==> config.mk <==
export PLATFORM = sky130hd
export DESIGN_NAME = video_object_tracker
export DESIGN_NICKNAME = d
export VERILOG_FILES = /design/src/rtl/video_object_tracker_pkg.sv /design/src/rtl/video_object_tracker_beam_recovery.sv /design/src/rtl/video_object_tracker.sv
export SDC_FILE = /design/constraint.sdc
export NUM_CORES = 1
export LEC_CHECK = 0
export ABC_CLOCK_PERIOD_IN_PS = 5730
export CORE_ASPECT_RATIO = 0.75
export CORE_MARGIN = 4
export CORE_UTILIZATION = 50
export DETAILED_ROUTE_END_ITERATION = 10
export MAX_ROUTING_LAYER = met4
export PLACE_DENSITY = 0.71
export SYNTH_ARGS = -nofsm -noshare
export SYNTH_HDL_FRONTEND = slang
export SYNTH_HIERARCHICAL = 1
export SYNTH_SLANG_ARGS = --single-unit
==> constraint.sdc <==
create_clock -name clk -period 5.73 [get_ports clk]
set_clock_uncertainty 0.15 [all_clocks]
set_input_delay 1.146 -clock clk [delete_from_list [all_inputs] [get_ports clk]]
set_output_delay 1.146 -clock clk [all_outputs]
set_load 0.1 [all_outputs]
==> src/rtl/video_object_tracker_pkg.sv <==
// Shared timing defaults, colour target and types for the video object tracker.
package video_object_tracker_pkg;

   localparam int unsigned H_DISPLAY = 256;
   localparam int unsigned H_BACK    = 23;
   localparam int unsigned H_TOTAL   = 309;
   localparam int unsigned V_DISPLAY = 240;
   localparam int unsigned V_TOP     = 5;
   localparam int unsigned V_TOTAL   = 262;
   localparam int unsigned V_SYNC    = 3;

   localparam logic [2:0] COLOR_MASK  = 3'b111;
   localparam logic [2:0] COLOR_MATCH = 3'b111;

   typedef enum logic {
      ST_UNLOCKED = 1'b0,
      ST_TRACK    = 1'b1
   } trk_state_e;

   typedef struct packed {
      logic [8:0] min_x;
      logic [8:0] max_x;
      logic [8:0] min_y;
      logic [8:0] max_y;
   } bbox_t;

endpackage

==> src/rtl/video_object_tracker_beam_recovery.sv <==
// Recovers beam position from hsync/vsync edges; all outputs are aligned with rgb_q.
module video_object_tracker_beam_recovery #(
   parameter int unsigned H_DISPLAY = 256,
   parameter int unsigned H_BACK    = 23,
   parameter int unsigned H_TOTAL   = 309,
   parameter int unsigned V_DISPLAY = 240,
   parameter int unsigned V_TOP     = 5
) (
   input  logic       clk,
   input  logic       reset,
   input  logic       hsync,
   input  logic       vsync,
   input  logic [2:0] rgb,
   output logic [2:0] rgb_q,
   output logic       vs_fall,
   output logic       vs_rise,
   output logic [8:0] line_cnt,
   output logic [8:0] x_c,
   output logic [8:0] y_c,
   output logic       active_c,
   output logic       timeout_c
);

   localparam logic [9:0] X_SAT = 10'(2 * H_TOTAL);

   logic       hs_q;
   logic       vs_q;
   logic [9:0] x_raw;
   logic       hs_fall_c;
   logic       vs_fall_c;
   logic       vs_rise_c;

   assign hs_fall_c = hs_q & ~hsync;
   assign vs_fall_c = vs_q & ~vsync;
   assign vs_rise_c = ~vs_q & vsync;

   // vsync clear wins over a coincident hsync fall
   always_ff @(posedge clk or posedge reset) begin
      if (reset) begin
         hs_q     <= 1'b0;
         vs_q     <= 1'b0;
         rgb_q    <= '0;
         vs_fall  <= 1'b0;
         vs_rise  <= 1'b0;
         x_raw    <= '0;
         line_cnt <= '0;
      end else begin
         hs_q    <= hsync;
         vs_q    <= vsync;
         rgb_q   <= rgb;
         vs_fall <= vs_fall_c;
         vs_rise <= vs_rise_c;
         if (hs_fall_c)
            x_raw <= '0;
         else if (x_raw != X_SAT)
            x_raw <= x_raw + 10'd1;
         if (vs_fall_c)
            line_cnt <= '0;
         else if (hs_fall_c)
            line_cnt <= line_cnt + 9'd1;
      end
   end

   assign x_c       = 9'(x_raw - 10'(H_BACK));
   assign y_c       = line_cnt - 9'(V_TOP);
   assign active_c  = (x_raw >= 10'(H_BACK)) && (x_raw < 10'(H_BACK + H_DISPLAY)) &&
                      (line_cnt >= 9'(V_TOP)) && (line_cnt < 9'(V_TOP + V_DISPLAY));
   assign timeout_c = (x_raw == X_SAT);

endmodule

==> src/rtl/video_object_tracker.sv <==
// Per-frame bounding box of target-coloured pixels recovered from a sync/rgb stream.
// Optional frame-to-frame motion output enabled by VIDEO_OBJECT_TRACKER_VELOCITY_EN.
module video_object_tracker
   import video_object_tracker_pkg::*;
#(
   parameter int unsigned H_DISPLAY   = video_object_tracker_pkg::H_DISPLAY,
   parameter int unsigned H_BACK      = video_object_tracker_pkg::H_BACK,
   parameter int unsigned H_TOTAL     = video_object_tracker_pkg::H_TOTAL,
   parameter int unsigned V_DISPLAY   = video_object_tracker_pkg::V_DISPLAY,
   parameter int unsigned V_TOP       = video_object_tracker_pkg::V_TOP,
   parameter int unsigned V_TOTAL     = video_object_tracker_pkg::V_TOTAL,
   parameter int unsigned V_SYNC      = video_object_tracker_pkg::V_SYNC,
   parameter logic [2:0]  COLOR_MASK  = video_object_tracker_pkg::COLOR_MASK,
   parameter logic [2:0]  COLOR_MATCH = video_object_tracker_pkg::COLOR_MATCH
) (
   input  logic       clk,
   input  logic       reset,
   input  logic       hsync,
   input  logic       vsync,
   input  logic [2:0] rgb,
   output logic       locked,
   output logic       frame_strobe,
   output logic       obj_found,
   output logic [8:0] obj_hpos,
   output logic [8:0] obj_vpos,
   output logic [8:0] obj_width,
   output logic [8:0] obj_height,
   output logic [8:0] obj_dx,
   output logic [8:0] obj_dy
);

   logic [2:0] rgb_q;
   logic       vs_fall;
   logic       vs_rise;
   logic [8:0] line_cnt;
   logic [8:0] x_c;
   logic [8:0] y_c;
   logic       active_c;
   logic       timeout_c;

   video_object_tracker_beam_recovery #(
      .H_DISPLAY (H_DISPLAY),
      .H_BACK    (H_BACK),
      .H_TOTAL   (H_TOTAL),
      .V_DISPLAY (V_DISPLAY),
      .V_TOP     (V_TOP)
   ) u_beam (
      .clk       (clk),
      .reset     (reset),
      .hsync     (hsync),
      .vsync     (vsync),
      .rgb       (rgb),
      .rgb_q     (rgb_q),
      .vs_fall   (vs_fall),
      .vs_rise   (vs_rise),
      .line_cnt  (line_cnt),
      .x_c       (x_c),
      .y_c       (y_c),
      .active_c  (active_c),
      .timeout_c (timeout_c)
   );

   trk_state_e state;
   trk_state_e state_nx;
   logic       acc_en_c;
   logic       frame_end_c;
   logic       abort_c;
   logic       frame_ok_c;
   logic       hit;
   bbox_t      acc;

   assign frame_ok_c = (line_cnt == 9'(V_TOTAL - V_SYNC));

   always_ff @(posedge clk or posedge reset) begin
      if (reset)
         state <= ST_UNLOCKED;
      else
         state <= state_nx;
   end

   always_comb begin
      state_nx = state;
      case (state)
         ST_UNLOCKED: if (vs_fall)   state_nx = ST_TRACK;
         ST_TRACK:    if (timeout_c) state_nx = ST_UNLOCKED;
         default:                    state_nx = ST_UNLOCKED;
      endcase
   end

   always_comb begin
      acc_en_c    = 1'b0;
      frame_end_c = 1'b0;
      abort_c     = 1'b0;
      if (state == ST_TRACK) begin
         if (timeout_c)
            abort_c = 1'b1;
         else if (vs_rise)
            frame_end_c = 1'b1;
         else
            acc_en_c = active_c && ((rgb_q & COLOR_MASK) == COLOR_MATCH);
      end
   end

   // Accumulators and per-frame result registers; results only move on a good frame
   always_ff @(posedge clk or posedge reset) begin
      if (reset) begin
         hit          <= 1'b0;
         acc          <= '0;
         locked       <= 1'b0;
         frame_strobe <= 1'b0;
         obj_found    <= 1'b0;
         obj_hpos     <= '0;
         obj_vpos     <= '0;
         obj_width    <= '0;
         obj_height   <= '0;
      end else begin
         frame_strobe <= 1'b0;
         if (abort_c) begin
            locked <= 1'b0;
            hit    <= 1'b0;
            acc    <= '0;
         end else if (frame_end_c) begin
            hit <= 1'b0;
            acc <= '0;
            if (frame_ok_c) begin
               locked       <= 1'b1;
               frame_strobe <= 1'b1;
               obj_found    <= hit;
               if (hit) begin
                  obj_hpos   <= acc.min_x;
                  obj_vpos   <= acc.min_y;
                  obj_width  <= acc.max_x - acc.min_x + 9'd1;
                  obj_height <= acc.max_y - acc.min_y + 9'd1;
               end
            end else begin
               locked <= 1'b0;
            end
         end else if (acc_en_c) begin
            hit       <= 1'b1;
            acc.min_x <= (!hit || x_c < acc.min_x) ? x_c : acc.min_x;
            acc.max_x <= (!hit || x_c > acc.max_x) ? x_c : acc.max_x;
            acc.min_y <= (!hit || y_c < acc.min_y) ? y_c : acc.min_y;
            acc.max_y <= (!hit || y_c > acc.max_y) ? y_c : acc.max_y;
         end
      end
   end

`ifdef VIDEO_OBJECT_TRACKER_VELOCITY_EN
   logic [8:0] prev_hpos;
   logic [8:0] prev_vpos;
   logic       prev_valid;

   // Motion is only meaningful across two consecutive good frames with hits
   always_ff @(posedge clk or posedge reset) begin
      if (reset) begin
         prev_hpos  <= '0;
         prev_vpos  <= '0;
         prev_valid <= 1'b0;
         obj_dx     <= '0;
         obj_dy     <= '0;
      end else if (abort_c) begin
         prev_valid <= 1'b0;
      end else if (frame_end_c) begin
         if (frame_ok_c && hit) begin
            obj_dx     <= prev_valid ? acc.min_x - prev_hpos : '0;
            obj_dy     <= prev_valid ? acc.min_y - prev_vpos : '0;
            prev_hpos  <= acc.min_x;
            prev_vpos  <= acc.min_y;
            prev_valid <= 1'b1;
         end else begin
            prev_valid <= 1'b0;
            if (frame_ok_c) begin
               obj_dx <= '0;
               obj_dy <= '0;
            end
         end
      end
   end
`else
   assign obj_dx = '0;
   assign obj_dy = '0;
`endif

endmodule
==> summary.txt, run 1 <==
min cycle time layout -> 3.55 ns
initial core utilization -> 52.3%
row count -> 35
GP Congestion -> 0.842
vias per inst -> 5.67
Setup Fix Bufs, Post-CTS -> 0
H-tree Lvls -> 3
initial antenna violation count -> 0
cts hold-fix bufs -> 0
GR Util met3 -> 3.86%
post-route setup TNS -> 0 ns
floorplan core area -> 12600 um2
CP startpoint -> u_beam/line_cnt[0]$_DFFE_PP0P_
DR iter-0 viols -> 288
Finished Layout Cells -> 909
first-pass GRT wire length -> 24.8 mm
Post-synth EDFFs -> 0
Clock Path Buffers -> 2
Seq/Total Area, Yosys -> 39.2%
max frequency -> 0.282 GHz
YS warnings -> 6
DRC -> 0
Critical-path top delay cell -> or3_1
class of the worst hold path -> reg2reg
distinct cell type count after synthesis -> 58
routed len/inst -> 16.2 um
DRT Pass-1 Iters -> 4
proportion of layout cells with a drive suffix above 1 -> 4.44%
Compound-Gate Fraction of Synth Area -> 15.3%
crit path DAT -> 3.63 ns
critical path, cell by cell -> o21ai_0, nand3_1, xnor2_1, ha_1, nand4_1, or3_1, and2_4, o2111ai_2, or3b_1
Num CTS Buffers -> 9
# port buffers -> 45
CP max stage delay -> 0.58 ns
Synth top area share -> 39.2%
Power Dens Cells -> 325 nW/um2
number of global-route vias before repair -> 4880
CTS Root Cell -> clkbuf_16
post-synthesis xor/xnor area fraction -> 3.60%
Least-Margin Pin Slew -> 0.996 ns
VDD IR-drop max -> 0.000145 V
cell taking the most area after synthesis -> dfrtp_1
Fillers -> 1100
most used routing layer -> met1
HP Start -> u_beam/vs_q$_DFF_PP0_
die area -> 15100 um2
crit-path max FO -> 10
gate count of the mapped netlist -> 711
final slew viol count -> 0
max-cap viol count -> 0
Sinks on Clock Net -> 103
antenna violation net count after detailed routing -> 0
Post-Syn Area per Cell -> 9.24 um2
routing usage on met2 -> 29.8%
io pins -> 64
# diodes -> 0
met1 Usage GRT -> 31.2%
Global Route Usage Sum -> 20.9%
run status -> complete, no violations
via count -> 5155
Post-Syn Area -> 6570 um2
Clock Latency Late Sink -> 0.35 ns
RSZ-0062 raised after global routing -> no
relative slew slack -> 33.5%
DIE HEIGHT -> 107 um
Chip Width -> 140 um
worst endpoint required time -> 5.81 ns
share of flip-flops with an asynchronous set or reset -> 100%
Nets -> 817
grt total ovfl -> 0
commonest cells in the netlist -> 103 x dfrtp_1, 92 x nand2_1, 69 x ha_1
largest family of logic cells by synthesized area -> simple AND/OR/NAND/NOR gates
simple logic cell fraction of the synthesized area -> 15.7%
area delta synth->final -> 11.8%
Reg2Reg Launch Point -> u_beam/line_cnt[0]$_DFFE_PP0P_
endpoints failing setup -> 0
final-report hold violation count -> 0
Synth area leaders -> dfrtp_1 39%, ha_1 13%, nand2_1 5.3%, inv_1 3.8%, o21ai_0 3.3%
DRT Wirelength -> 14.7 mm
Post-CTS Resized -> 0
DP Wirelength -> 11.1 mm
top_reg_cell synth -> dfrtp_1
Placed Instances -> 894
Yosys reg bits -> 103
CP startpoint kind -> flop
Final period util -> 61.9%
CTS tree -> yes
P_leak -> 3.47 nW
Post-Synth Adder-Cell Area -> 13.8%
most frequent cell after synthesis -> dfrtp_1
CP Capture Type -> flop
largest net degree at the start of global routing -> 70
CP Class -> reg2reg
mux contribution to synthesized area -> 3.89%
Clock transition at path regs -> 0.07 ns
[placed cells by master, fill, tap and decap left out, types with 3 or more instances in the layout]
cell type        Yosys  final
nor3_1              11     11
ha_1                69     69
conb_1               1     18
nand2_1             92     92
or3_1               16     16
clkbuf_16            0      9
o21a_1               6      6
nand3_1             30     30
dfrtp_1            103    103
xnor2_1             14     14
inv_1               66     65
mux2i_1             21     21
buf_4               21      5
nand3b_1             3      3
o31a_1               4      4
o31ai_1              7      7
nor2b_1              8      8
o2111ai_1            8      8
o211ai_1             4      4
o21ai_0             43     43
xor2_1              13     13
nand4_1             11     11
mux2_2               4      4
a21o_1               5      5
nor4_1               3      3
a21oi_1             42     42
nor2_1              18     18
o22ai_1              9      9
o32ai_1              8      8
or4_1                5      5
a211oi_1             5      5
clkdlybuf4s50_1      0     45
[sequential cells by signal (all words and copies together) (netlist names)]
register	flops
state	1
obj_height	9
obj_width	9
obj_vpos	9
u_beam/line_cnt	9
u_beam/vs_rise	1
u_beam/vs_fall	1
locked	1
obj_found	1
frame_strobe	1
obj_hpos	9
u_beam/rgb_q	3
u_beam/x_raw	10
acc	36
u_beam/hs_q	1
hit	1
u_beam/vs_q	1
[worst max-delay path: cells and delay by family, from the launching register on]
family / cells / cell delay, ns
AND/OR/NAND/NOR: 5 / 1.52
adder cells (fa/ha/maj): 1 / 0.25
AO/OA/AOI/OAI: 2 / 0.64
XOR/XNOR: 1 / 0.41
flip-flops: 1 / 0.46
[power breakdown]
group          internal [mW]  total [mW]  switching [mW]
logic                  0.345       0.902           0.557
clock network          0.350       0.621           0.271
registers              0.799       0.865          0.0658
total                   1.49        2.39           0.893
[per-layer routing]
| metal | wire length, um | part of all wire [%] |
|---|---|---|
| met5 | 0 | 0 |
| met4 | 134 | 0.91 |
| met3 | 919 | 6.2 |
| met2 | 6130 | 42 |
| met1 | 7540 | 51 |
[logic make-up (layout without fill, tap and decap cells)]
family,count (synthesis),in the layout
adders and majority gates,71,71
and+or+nand+nor,210,210
muxes,25,25
DFF,103,103
other,1,18
buffers and inverters,117,132
xor gates and xnor gates,27,27
AOI/OAI and AO/OA,157,157
[per-stage QoR]
stage | power (mW) | hold slack [ns] | util (%) | instance area (um2) | worst slack [ns]
floorplan | 1.58 | 0.245 | - | 6630 | 2.47
global placement | 1.73 | 0.258 | 56.0 | 7040 | 2.29
detailed placement | 1.77 | 0.255 | 56.0 | 7040 | 2.24
CTS | 2.40 | 0.264 | 58.4 | 7340 | 2.23
global route | 2.59 | 0.278 | 58.4 | 7340 | 1.96
finish | 2.39 | 0.262 | 58.4 | 7340 | 2.18
[final cells by class]
| cell class | instances | area (um2) | share of cell area (%) |
|---|---|---|---|
| clock buffers | 11 | 243 | 3.31 |
| flip-flops and latches | 103 | 2580 | 35.1 |
| well taps | 166 | 208 | 2.83 |
| multi-input cells | 508 | 3500 | 47.7 |
| repair buffers | 51 | 508 | 6.92 |
| clock inverters | 4 | 53.8 | 0.733 |
| inverters | 66 | 248 | 3.37 |
[worst paths after layout]
check | to | slack [ns] | cells after the start
setup / recovery | acc[5]$_DFFE_PP0P_ | 2.18 | 9
hold / removal | u_beam/vs_rise$_DFF_PP0_ | 0.26 | 1
setup reg to reg | acc[5]$_DFFE_PP0P_ | 2.18 | 9
hold reg to reg | u_beam/vs_rise$_DFF_PP0_ | 0.26 | 1
max in group asynchronous | obj_width[4]$_DFFE_PP0P_ | 3.25 | 3
min in group asynchronous | state$_DFF_PP0_ | 1.20 | 2
Note: power is estimated with default switching activity, not from simulation.
==> run 2, diff against run 1 <==
Settings changed: ABC_CLOCK_PERIOD_IN_PS 5730 to 2900, PLACE_DENSITY 0.71 to 0.74.
Clock period 5.73 ns to 2.9 ns, I/O delays scaled along.
==> run 2 against run 1 <==
- clock power grew 110%
- final area rose by 8.1%
- core utilization up 4.7 points
- via count rose by 5.9%
- worst hold slack improved by 0.019 ns
- sequential share of layout area fell by 2.6 points
- critical endpoint unchanged
- sequential cell count stayed put
==> summary.txt, run 2 (synthesis gave the netlist of run 1 again) <==
worst hold margin -> 0.281 ns (+0.0188 ns)
Power Dens Cells -> 636 nW/um2 (+95%)
run status -> complete, no violations
class of the worst hold path -> reg2reg
floorplan core area -> 12600 um2 (unchanged)
Placed Instances -> 936 (+4.7%)
vias per inst -> 5.63 (-0.76%)
final-report hold violation count -> 0 (unchanged)
Clock transition at path regs -> 0.08 ns (about the same)
via count -> 5459 (+5.9%)
routing usage on met2 -> 31.6% (+1.8 points)
crit path DAT -> 2.95 ns (-0.68 ns)
min cycle time layout -> 2.86 ns (-0.688 ns)
CP max stage delay -> 0.43 ns (-0.15 ns)
post-route setup TNS -> 0 ns (unchanged)
P_leak -> 3.88 nW (+12%)
worst endpoint required time -> 2.99 ns (-2.82 ns)
final slew viol count -> 0 (unchanged)
RSZ-0062 raised after global routing -> yes
DIE HEIGHT -> 107 um (unchanged)
Global Route Usage Sum -> 21.5% (+0.67 points)
Nets -> 877 (+7.3%)
met1 Usage GRT -> 30.2% (-0.97 points)
critical path, cell by cell -> inv_2, ha_4, nor2b_4, nor4_4, xor2_1, buf_4, ha_4, nand4_1, or3_4, and2_4, o2111ai_2, or3b_1
family with the most delay on the worst path -> simple AND/OR/NAND/NOR gates
first-pass GRT wire length -> 25.8 mm (+4.0%)
row count -> 35 (unchanged)
max reg flops -> 36 (unchanged)
Overall Power -> 5.05 mW (+110%)
DRT Pass-1 Iters -> 5 (+1)
grt total ovfl -> 0 (unchanged)
CTS Root Cell -> clkbuf_16
Post-DP Area -> 7310 um2 (+3.8%)
VDD IR-drop max -> 0.000328 V (+130%)
# port buffers -> 45 (unchanged)
Num CTS Buffers -> 9 (unchanged)
cts hold-fix bufs -> 0 (unchanged)
DR iter-0 viols -> 305 (+5.9%)
Finished Layout Cells -> 970 (+6.7%)
Least-Margin Pin Slew -> 0.654 ns (-0.342 ns)
CP startpoint kind -> flop
DP Wirelength -> 11.6 mm (+4.7%)
GR Util met3 -> 5.15% (+1.3 points)
biggest regs -> acc (36), u_beam/x_raw (10)
sequential cell area -> 2580 um2 (+0.19%)
antenna violation net count after detailed routing -> 0 (unchanged)
Reg with most FFs -> acc
DRC -> 0 (unchanged)
Chip Width -> 140 um (unchanged)
initial antenna violation count -> 0 (unchanged)
Sinks on Clock Net -> 103 (unchanged)
relative slew slack -> 56.3% (+23 points)
Clock Path Buffers -> 2 (unchanged)
# diodes -> 0 (unchanged)
DRT Wirelength -> 15.8 mm (+7.3%)
commonest non-fill, non-tap cell in the layout -> dfrtp_1
crit path buf inv count -> 2 (+2)
proportion of layout cells with a drive suffix above 1 -> 20.3% (+16 points)
footprint of the multi-input gates -> 3690 um2 (+5.4%)
endpoints failing setup -> 0 (unchanged)
number of global-route vias before repair -> 5276 (+8.1%)
die area -> 15100 um2 (unchanged)
initial core utilization -> 52.3% (unchanged)
GP Congestion -> 0.884 (+5.0%)
Setup WS post-layout -> 0.0429 ns (-2.14 ns)
H-tree Lvls -> 3 (unchanged)
crit-path max FO -> 3 (-7)
most frequent cells in the layout -> 99 x dfrtp_1, 98 x buf_4, 92 x nand2_1
largest net degree at the start of global routing -> 78 (+11%)
max-cap viol count -> 0 (unchanged)
area delta synth->final -> 20.9%
Setup WS pre-CTS -> -0.132 ns (-2.38 ns)
Fillers -> 1026 (-6.7%)
Critical-path top delay cell -> dfrtp_1
most used routing layer -> met2
max frequency -> 0.350 GHz (+24%)
io pins -> 64 (unchanged)
Clock Latency Late Sink -> 0.36 ns (about the same)
CP Capture Type -> flop
Most common cell on crit path -> ha_4
Final period util -> 98.5% (+37 points)
fin util -> 63.2% (+4.7 points)
design area -> 7940 um2 (+8.1%)
routed len/inst -> 16.3 um (+0.53%)
CP Class -> reg2reg
CTS tree -> yes
==> run 2: cell type report <==
cell class	instances	area share, %
Multi-Input combinational cell	508	46.5
Sequential cell	103	32.5
Timing Repair Buffer	111	11.3
Clock inverter	5	0.804
Clock buffer	11	3.06
Tap cell	166	2.62
Inverter	66	3.15
==> run 2: report_power, final <==
part / switching (mW) / internal, mW / total, mW / leakage, nW
logic: 1.20 / 0.848 / 2.04 / 2.39
clock network: 0.582 / 0.705 / 1.29 / 0.152
registers: 0.134 / 1.58 / 1.71 / 1.33
total: 1.91 / 3.13 / 5.05 / 3.88
==> run 2: timing repair <==
| action | in CTS | in global routing |
|---|---|---|
| pin swaps | 1 | 12 |
| buffers inserted | 0 | 16 |
| setup endpoints to repair | 10 | 36 |
| gates resized for setup | 3 | 33 |
| cloned | 0 | 2 |
==> run 2: worst paths after layout <==
path                                                  end                      startpoint  depth (start not counted)  slack (ns)
max reg2reg                            acc[5]$_DFFE_PP0P_  u_beam/line_cnt[1]$_DFFE_PP0P_                         12        0.04
min reg2reg                      u_beam/vs_rise$_DFF_PP0_           u_beam/vs_q$_DFF_PP0_                          1        0.28
max                                    acc[5]$_DFFE_PP0P_  u_beam/line_cnt[1]$_DFFE_PP0P_                         12        0.04
min in group asynchronous  u_beam/line_cnt[1]$_DFFE_PP0P_                           reset                          3        0.51
max in group asynchronous              acc[3]$_DFFE_PP0P_                           reset                          3        1.74
min                              u_beam/vs_rise$_DFF_PP0_           u_beam/vs_q$_DFF_PP0_                          1        0.28
==> run 2: metal layers <==
metal | share of wire (%) | wire length (um) | vias up
met5 | 0 | 0 | -
met4 | 1.4 | 221 | 0
met3 | 7.0 | 1110 | 20
met2 | 44 | 6990 | 188
met1 | 47 | 7480 | 2589
li1 | - | - | 2662
==> run 3, diff against run 2 <==
Settings changed: CAP_MARGIN from default to 40, HOLD_SLACK_MARGIN from default to 0.02.
==> results of run 3 <==
The final DEF is identical to that of run 2; final timing and power are the same.
